===== src/rtl/race_sequencer_if.sv =====
`timescale 1ns/1ps
`default_nettype none
// ============================================================================
// Module   : race_sequencer_if
// Brief    : Bundle of game-level control inputs and race status outputs.
// Revision : 1.0 - initial release
// ============================================================================
interface race_sequencer_if;
  logic       game_visible;
  logic       vblnk;
  logic       lap_finished;
  logic       checkpoints_passed;
  logic       max_time_exceeded;
  logic [1:0] race_state;
  logic [1:0] countdown_digit;
  logic       car_enable;
  logic       timer_run;
  logic       timer_clear;
  logic [3:0] lap_count;
  logic       race_done;
  logic       dnf;

  // Sequencer side
  modport slave (
    input  game_visible, vblnk, lap_finished, checkpoints_passed, max_time_exceeded,
    output race_state, countdown_digit, car_enable, timer_run, timer_clear,
           lap_count, race_done, dnf
  );

  // Environment side (main_fsm, checkpoints, lap_timer, timing chain)
  modport master (
    output game_visible, vblnk, lap_finished, checkpoints_passed, max_time_exceeded,
    input  race_state, countdown_digit, car_enable, timer_run, timer_clear,
           lap_count, race_done, dnf
  );
endinterface
`default_nettype wire


===== src/rtl/race_sequencer.sv =====
`timescale 1ns/1ps
`default_nettype none
// ============================================================================
// Module   : race_sequencer
// Brief    : Start countdown, lap counting and race termination sequencer.
// Revision : 1.0 - initial release
// ============================================================================
module race_sequencer #(
  parameter int LAPS           = 3,
  parameter int COUNT_SECONDS  = 3,
  parameter int FRAMES_PER_SEC = 60
) (
  input  wire logic        pclk,
  input  wire logic        rst,
  race_sequencer_if.slave  bus
);

  typedef enum logic [1:0] {
    S_IDLE      = 2'd0,
    S_COUNTDOWN = 2'd1,
    S_RACING    = 2'd2,
    S_FINISHED  = 2'd3
  } state_e;

  localparam logic [7:0] C_FRAME_LAST = 8'(FRAMES_PER_SEC - 1);
  localparam logic [1:0] C_DIGIT_INIT = 2'(COUNT_SECONDS);
  localparam logic [3:0] C_LAPS       = 4'(LAPS);

  state_e     state_q, state_d;
  logic [1:0] digit_q, digit_d;
  logic [7:0] frame_cnt_q, frame_cnt_d;
  logic [3:0] lap_count_q, lap_count_d;
  logic       car_enable_q, car_enable_d;
  logic       timer_run_q, timer_run_d;
  logic       timer_clear_q, timer_clear_d;
  logic       race_done_q, race_done_d;
  logic       dnf_q, dnf_d;
  logic       vblnk_q, vblnk_d;
  logic       lap_fin_q, lap_fin_d;

  logic       w_tick;
  logic       w_lap_rise;
  logic [3:0] w_lap_next;

  assign w_tick     = bus.vblnk & ~vblnk_q;
  assign w_lap_rise = bus.lap_finished & ~lap_fin_q;
  assign w_lap_next = (lap_count_q == 4'hF) ? 4'hF : lap_count_q + 4'd1;

  always_comb begin
    state_d       = state_q;
    digit_d       = digit_q;
    frame_cnt_d   = frame_cnt_q;
    lap_count_d   = lap_count_q;
    car_enable_d  = car_enable_q;
    timer_run_d   = timer_run_q;
    timer_clear_d = 1'b0;
    race_done_d   = 1'b0;
    dnf_d         = dnf_q;
    vblnk_d       = bus.vblnk;
    lap_fin_d     = bus.lap_finished;

    // Leaving the race screen wins over everything else
    if (!bus.game_visible) begin
      state_d      = S_IDLE;
      digit_d      = 2'd0;
      frame_cnt_d  = 8'd0;
      lap_count_d  = 4'd0;
      car_enable_d = 1'b0;
      timer_run_d  = 1'b0;
      dnf_d        = 1'b0;
    end else begin
      case (state_q)
        S_IDLE: begin
          state_d       = S_COUNTDOWN;
          digit_d       = C_DIGIT_INIT;
          frame_cnt_d   = 8'd0;
          lap_count_d   = 4'd0;
          dnf_d         = 1'b0;
          timer_clear_d = 1'b1;
        end
        S_COUNTDOWN: begin
          if (w_tick) begin
            if (frame_cnt_q == C_FRAME_LAST) begin
              frame_cnt_d = 8'd0;
              if (digit_q == 2'd1) begin
                state_d      = S_RACING;
                digit_d      = 2'd0;
                car_enable_d = 1'b1;
                timer_run_d  = 1'b1;
              end else begin
                digit_d = digit_q - 2'd1;
              end
            end else begin
              frame_cnt_d = frame_cnt_q + 8'd1;
            end
          end
        end
        S_RACING: begin
          // Timeout outranks a lap completing in the same cycle
          if (bus.max_time_exceeded) begin
            state_d      = S_FINISHED;
            dnf_d        = 1'b1;
            race_done_d  = 1'b1;
            car_enable_d = 1'b0;
            timer_run_d  = 1'b0;
          end else if (w_lap_rise && bus.checkpoints_passed) begin
            lap_count_d = w_lap_next;
            if (w_lap_next == C_LAPS) begin
              state_d      = S_FINISHED;
              race_done_d  = 1'b1;
              car_enable_d = 1'b0;
              timer_run_d  = 1'b0;
            end
          end
        end
        S_FINISHED: begin
          car_enable_d = 1'b0;
          timer_run_d  = 1'b0;
        end
        default: state_d = S_IDLE;
      endcase
    end
  end

  always_ff @(posedge pclk or negedge rst) begin
    if (!rst) begin
      state_q       <= S_IDLE;
      digit_q       <= 2'd0;
      frame_cnt_q   <= 8'd0;
      lap_count_q   <= 4'd0;
      car_enable_q  <= 1'b0;
      timer_run_q   <= 1'b0;
      timer_clear_q <= 1'b0;
      race_done_q   <= 1'b0;
      dnf_q         <= 1'b0;
      vblnk_q       <= 1'b0;
      lap_fin_q     <= 1'b0;
    end else begin
      state_q       <= state_d;
      digit_q       <= digit_d;
      frame_cnt_q   <= frame_cnt_d;
      lap_count_q   <= lap_count_d;
      car_enable_q  <= car_enable_d;
      timer_run_q   <= timer_run_d;
      timer_clear_q <= timer_clear_d;
      race_done_q   <= race_done_d;
      dnf_q         <= dnf_d;
      vblnk_q       <= vblnk_d;
      lap_fin_q     <= lap_fin_d;
    end
  end

  assign bus.race_state      = state_q;
  assign bus.countdown_digit = digit_q;
  assign bus.car_enable      = car_enable_q;
  assign bus.timer_run       = timer_run_q;
  assign bus.timer_clear     = timer_clear_q;
  assign bus.lap_count       = lap_count_q;
  assign bus.race_done       = race_done_q;
  assign bus.dnf             = dnf_q;

endmodule
`default_nettype wire


===== src/flat_wrapper.sv =====
// flat-port wrapper written by rule: the top's interface ports become plain ports
module race_sequencer_flat 
#(
  parameter int LAPS           = 3,
  parameter int COUNT_SECONDS  = 3,
  parameter int FRAMES_PER_SEC = 60
)
  (pclk, rst, bus_game_visible, bus_vblnk, bus_lap_finished, bus_checkpoints_passed, bus_max_time_exceeded, bus_race_state, bus_countdown_digit, bus_car_enable, bus_timer_run, bus_timer_clear, bus_lap_count, bus_race_done, bus_dnf);
  race_sequencer_if bus_i ();
  input  wire logic pclk;
  input  wire logic rst;
  input wire logic [$bits(bus_i.game_visible)-1:0] bus_game_visible;
  input wire logic [$bits(bus_i.vblnk)-1:0] bus_vblnk;
  input wire logic [$bits(bus_i.lap_finished)-1:0] bus_lap_finished;
  input wire logic [$bits(bus_i.checkpoints_passed)-1:0] bus_checkpoints_passed;
  input wire logic [$bits(bus_i.max_time_exceeded)-1:0] bus_max_time_exceeded;
  output wire logic [$bits(bus_i.race_state)-1:0] bus_race_state;
  output wire logic [$bits(bus_i.countdown_digit)-1:0] bus_countdown_digit;
  output wire logic [$bits(bus_i.car_enable)-1:0] bus_car_enable;
  output wire logic [$bits(bus_i.timer_run)-1:0] bus_timer_run;
  output wire logic [$bits(bus_i.timer_clear)-1:0] bus_timer_clear;
  output wire logic [$bits(bus_i.lap_count)-1:0] bus_lap_count;
  output wire logic [$bits(bus_i.race_done)-1:0] bus_race_done;
  output wire logic [$bits(bus_i.dnf)-1:0] bus_dnf;
  assign bus_i.game_visible = bus_game_visible;
  assign bus_i.vblnk = bus_vblnk;
  assign bus_i.lap_finished = bus_lap_finished;
  assign bus_i.checkpoints_passed = bus_checkpoints_passed;
  assign bus_i.max_time_exceeded = bus_max_time_exceeded;
  assign bus_race_state = bus_i.race_state;
  assign bus_countdown_digit = bus_i.countdown_digit;
  assign bus_car_enable = bus_i.car_enable;
  assign bus_timer_run = bus_i.timer_run;
  assign bus_timer_clear = bus_i.timer_clear;
  assign bus_lap_count = bus_i.lap_count;
  assign bus_race_done = bus_i.race_done;
  assign bus_dnf = bus_i.dnf;
  race_sequencer #(.LAPS(LAPS), .COUNT_SECONDS(COUNT_SECONDS), .FRAMES_PER_SEC(FRAMES_PER_SEC)) u_core (.pclk(pclk), .rst(rst), .bus(bus_i));
endmodule

===== config.mk =====
export PLATFORM = sky130hd
export DESIGN_NAME = race_sequencer_flat
export DESIGN_NICKNAME = d
export VERILOG_FILES = /design/src/rtl/race_sequencer_if.sv /design/src/rtl/race_sequencer.sv /design/src/flat_wrapper.sv
export SDC_FILE = /design/constraint.sdc
export NUM_CORES = 1
export LEC_CHECK = 0
export BUFFER_PORTS_ARGS = -buffer_cell sky130_fd_sc_hd__buf_2
export CAP_MARGIN = 20
export CORE_UTILIZATION = 46
export CTS_BUF_LIST = sky130_fd_sc_hd__clkbuf_4 sky130_fd_sc_hd__clkbuf_8 sky130_fd_sc_hd__clkbuf_16
export CTS_CLUSTER_DIAMETER = 30
export CTS_CLUSTER_SIZE = 20
export DETAILED_ROUTE_END_ITERATION = 10
export PLACE_DENSITY = 0.67
export SKIP_LAST_GASP = 1
export SYNTH_ARGS = -nofsm -noshare
export SYNTH_HDL_FRONTEND = slang
export SYNTH_SLANG_ARGS = --single-unit
export TNS_END_PERCENT = 20

===== constraint.sdc =====
create_clock -name pclk -period 2.6 [get_ports pclk]
set_input_delay 0.39 -clock pclk [delete_from_list [all_inputs] [get_ports pclk]]
set_output_delay 0.39 -clock pclk [all_outputs]
set_load 0.005 [all_outputs]

==> flow_summary.ini <==
[yosys]
syn_nets = 141
async_reset_ff_frac = 1.00
synth_area_per_cell_um2 = 9.94
synthFlopType = dfrtp_1
ys_seq_area_frac = 0.436
netlist_area_um2 = 1260
ys_warn_count = 0
synth_edf_count = 0
ys_ff_latch = 22
netlist_instances = 127
synthDistinctLibCells = 38

[placement]
dp_hpwl_mm = 1.67
dp_slack_ns = 0.888
dp.cells = 172
place_area_um2 = 1370
io_buffers = 19
place.gp.congestion = 0.814

[cts]
cts_hold_buf = 0
clockBufferDepth = 2
clk_pin_slew_worst_paths_ns = 0.12
ctsRootBufferMaster = clkbuf_4
cts_tree = built
cts_buffers = 3
cts_resized = 0
htree_levels = 1
cts.sinks = 22
clkLatencyLatePin_ns = 0.30
cts_setup_buffers = 0

[worst_setup_path]
cp_data_required_time_ns = 2.85
reg2reg_slack_ns = 0.86
endpoint_kind = flip-flop
reg2reg_to = u_core.frame_cnt_q[0]$_DFFE_PN0P_
cp.arrival_ns = 2.00
path_depth = 6
slowest_delay_ns = 0.46
worstSetupStartpoint = u_core.bus.race_state[1]$_DFFE_PN0P_
crit_family = flip-flops
cp-start-kind = flip-flop
crit_path_end = u_core.frame_cnt_q[0]$_DFFE_PN0P_
crit_path_max_fanout = 8
reg2reg_from = u_core.bus.race_state[1]$_DFFE_PN0P_
slowest_stage = dfrtp_1
reg2reg_depth = 6
timing.critical_path.buf_inv = 1
worstPathCellList = inv_1 -> ha_1 -> a21oi_2 -> nor2_1 -> nor3_1 -> mux2_2
critical_path_class = reg2reg

[cells_and_area]
design_area_um2 = 1410
layout-drive-gt1-share = 0.233
layout.cells.most_common_list = dfrtp_1, buf_2, nor2_1
final_cells = 176
antenna_cells = 0
layout.nets = 161
syn_to_final_growth_pct = 11.6
mostFrequentLayoutCell = dfrtp_1

[sta]
slew_headroom = 0.672
layout_setup_ws_ns = 0.857
tightest_slew_ns = 0.492
tns_ns = 0
fin_crit_ns = 1.74
fin_crit_sh = 0.670
hold_viol = 0
rsz0062_at_grt = no
final.setup_skew_ns = 0.000846
finalSetupViolCount = 0
slew_violations = 0
fmax_ghz = 0.574

[route]
drcViolationCount = 0
finalWirelength_mm = 2.24
viasPerCell = 5.59
antenna_left = 0
initialDrtViolationCount = 12
wl_per_cell_um = 12.7
dr.pass1.iters = 4
vias = 983

[global_route]
grt_pass1_vias = 879
grt-ovfl-total = 0
grt_util_all_layers = 0.175
grt_pass1_wl_mm = 3.73
grt_max_degree = 23
antenna_found_initial = 0

[pwr]
p_int_mw = 0.665
swShare = 0.368
max-vdd-ir-drop_v = 0.000413
power.density_nw_per_um2 = 746
seqPwrFrac = 0.428
power_frac_clock = 0.180
switchingPower_mw = 0.387
p_leak_nw = 0.672
pwr-share-comb = 0.391

[die]
io_pins = 20
rows = 18
die_area_um2 = 2960
die_x_um = 54.4
initial_core_util = 0.496
coreArea_um2 = 2540
die_y_um = 54.4

[job]
max_cap_viol_count = 0

[worst_hold_path]
hp-class = in2async

[run_status]
status = completed
[how the worst min path moves through the flow]
| stage | start | to | slack [ns] | cells past startpoint |
|---|---|---|---|---|
| 2_1_floorplan | rst | u_core.bus.car_enable$_DFFE_PN0P_ | 0.09 | 0 |
| 3_3_place_gp | rst | u_core.bus.race_done$_DFF_PN0_ | 0.38 | 1 |
| 3_5_place_dp | rst | u_core.bus.race_done$_DFF_PN0_ | 0.39 | 1 |
| 4_1_cts | rst | u_core.bus.race_done$_DFF_PN0_ | 0.04 | 1 |
| 5_1_grt | rst | u_core.bus.race_done$_DFF_PN0_ | 0.06 | 1 |
| 6_report | rst | u_core.bus.race_done$_DFF_PN0_ | 0.03 | 1 |
[flip-flops by register name, summed over array words and instances (netlist names)]
| register | count |
|---|---|
| u_core.bus.countdown_digit | 2 |
| u_core.bus.race_state | 2 |
| u_core.bus.timer_clear | 1 |
| u_core.lap_fin_q | 1 |
| u_core.frame_cnt_q | 8 |
| u_core.bus.dnf | 1 |
| u_core.vblnk_q | 1 |
| u_core.bus.car_enable | 1 |
| u_core.bus.lap_count | 4 |
| u_core.bus.race_done | 1 |
[metal layers]
metal	global-route usage	part of all wire	vias to the layer above
li1	-	-	492
met2	0.262	0.46	13
met3	0.0278	0.021	2
met1	0.248	0.51	476
met5	0	0	-
met4	0.0726	0.0062	0
[layout make-up]
class                      count  area [um^2]
fill                         240         1140
timing repair buffer          19         95.1
clock buffer                   4         36.3
inverter                       8         30.0
tap                           30         37.5
sequential                    22          551
multi-input combinational     93          659
[logic make-up after synthesis]
kind of cell	after synthesis	share of synthesized area
compound gates	36	0.206
xor+xnor	5	0.0347
fa+ha+maj	7	0.0694
buf+inv	12	0.0416
flops	22	0.436
mux	1	0.00892
simple gates	44	0.203
[through the flow]
step / utilization / power [mW] / hold WS, ns
after floorplan: - / 0.756 / 0.0944
after global placement: 0.539 / 0.864 / 0.379
after detailed placement: 0.539 / 0.870 / 0.392
after CTS: 0.554 / 1.06 / 0.0396
after global routing: 0.554 / 1.14 / 0.0563
final: 0.554 / 1.05 / 0.0293
[worst register-to-register path, cell delays in order (launching register included)]
cell and delay (ns):
dfrtp_1 0.46, inv_1 0.11, ha_1 0.25, a21oi_2 0.33
nor2_1 0.13, nor3_1 0.22, mux2_2 0.19
[cells in the mapped netlist (2+ instances only)]
library cell,number,share of area
a22o_1,4,0.028
o211ai_1,2,0.012
and2_1,2,0.0099
o2111ai_1,2,0.014
dfrtp_1,22,0.44
o21ai_0,11,0.044
buf_2,3,0.012
nand2_1,8,0.024
xor2_1,4,0.028
a21oi_1,6,0.024
nand2b_1,6,0.030
inv_1,8,0.024
nor2_1,14,0.042
nand3_1,4,0.016
ha_1,7,0.069
nor3_1,2,0.0079
[power groups by stage]
stage	clock [mW]	combinational (mW)	sequential [mW]
5_1_grt	0.203	0.471	0.463
3_5_place_dp	0	0.413	0.457
3_3_place_gp	0	0.410	0.453
6_report	0.190	0.412	0.451
4_1_cts	0.193	0.414	0.450
2_1_floorplan	0	0.303	0.453
Note: power is estimated with default switching activity, not from simulation.
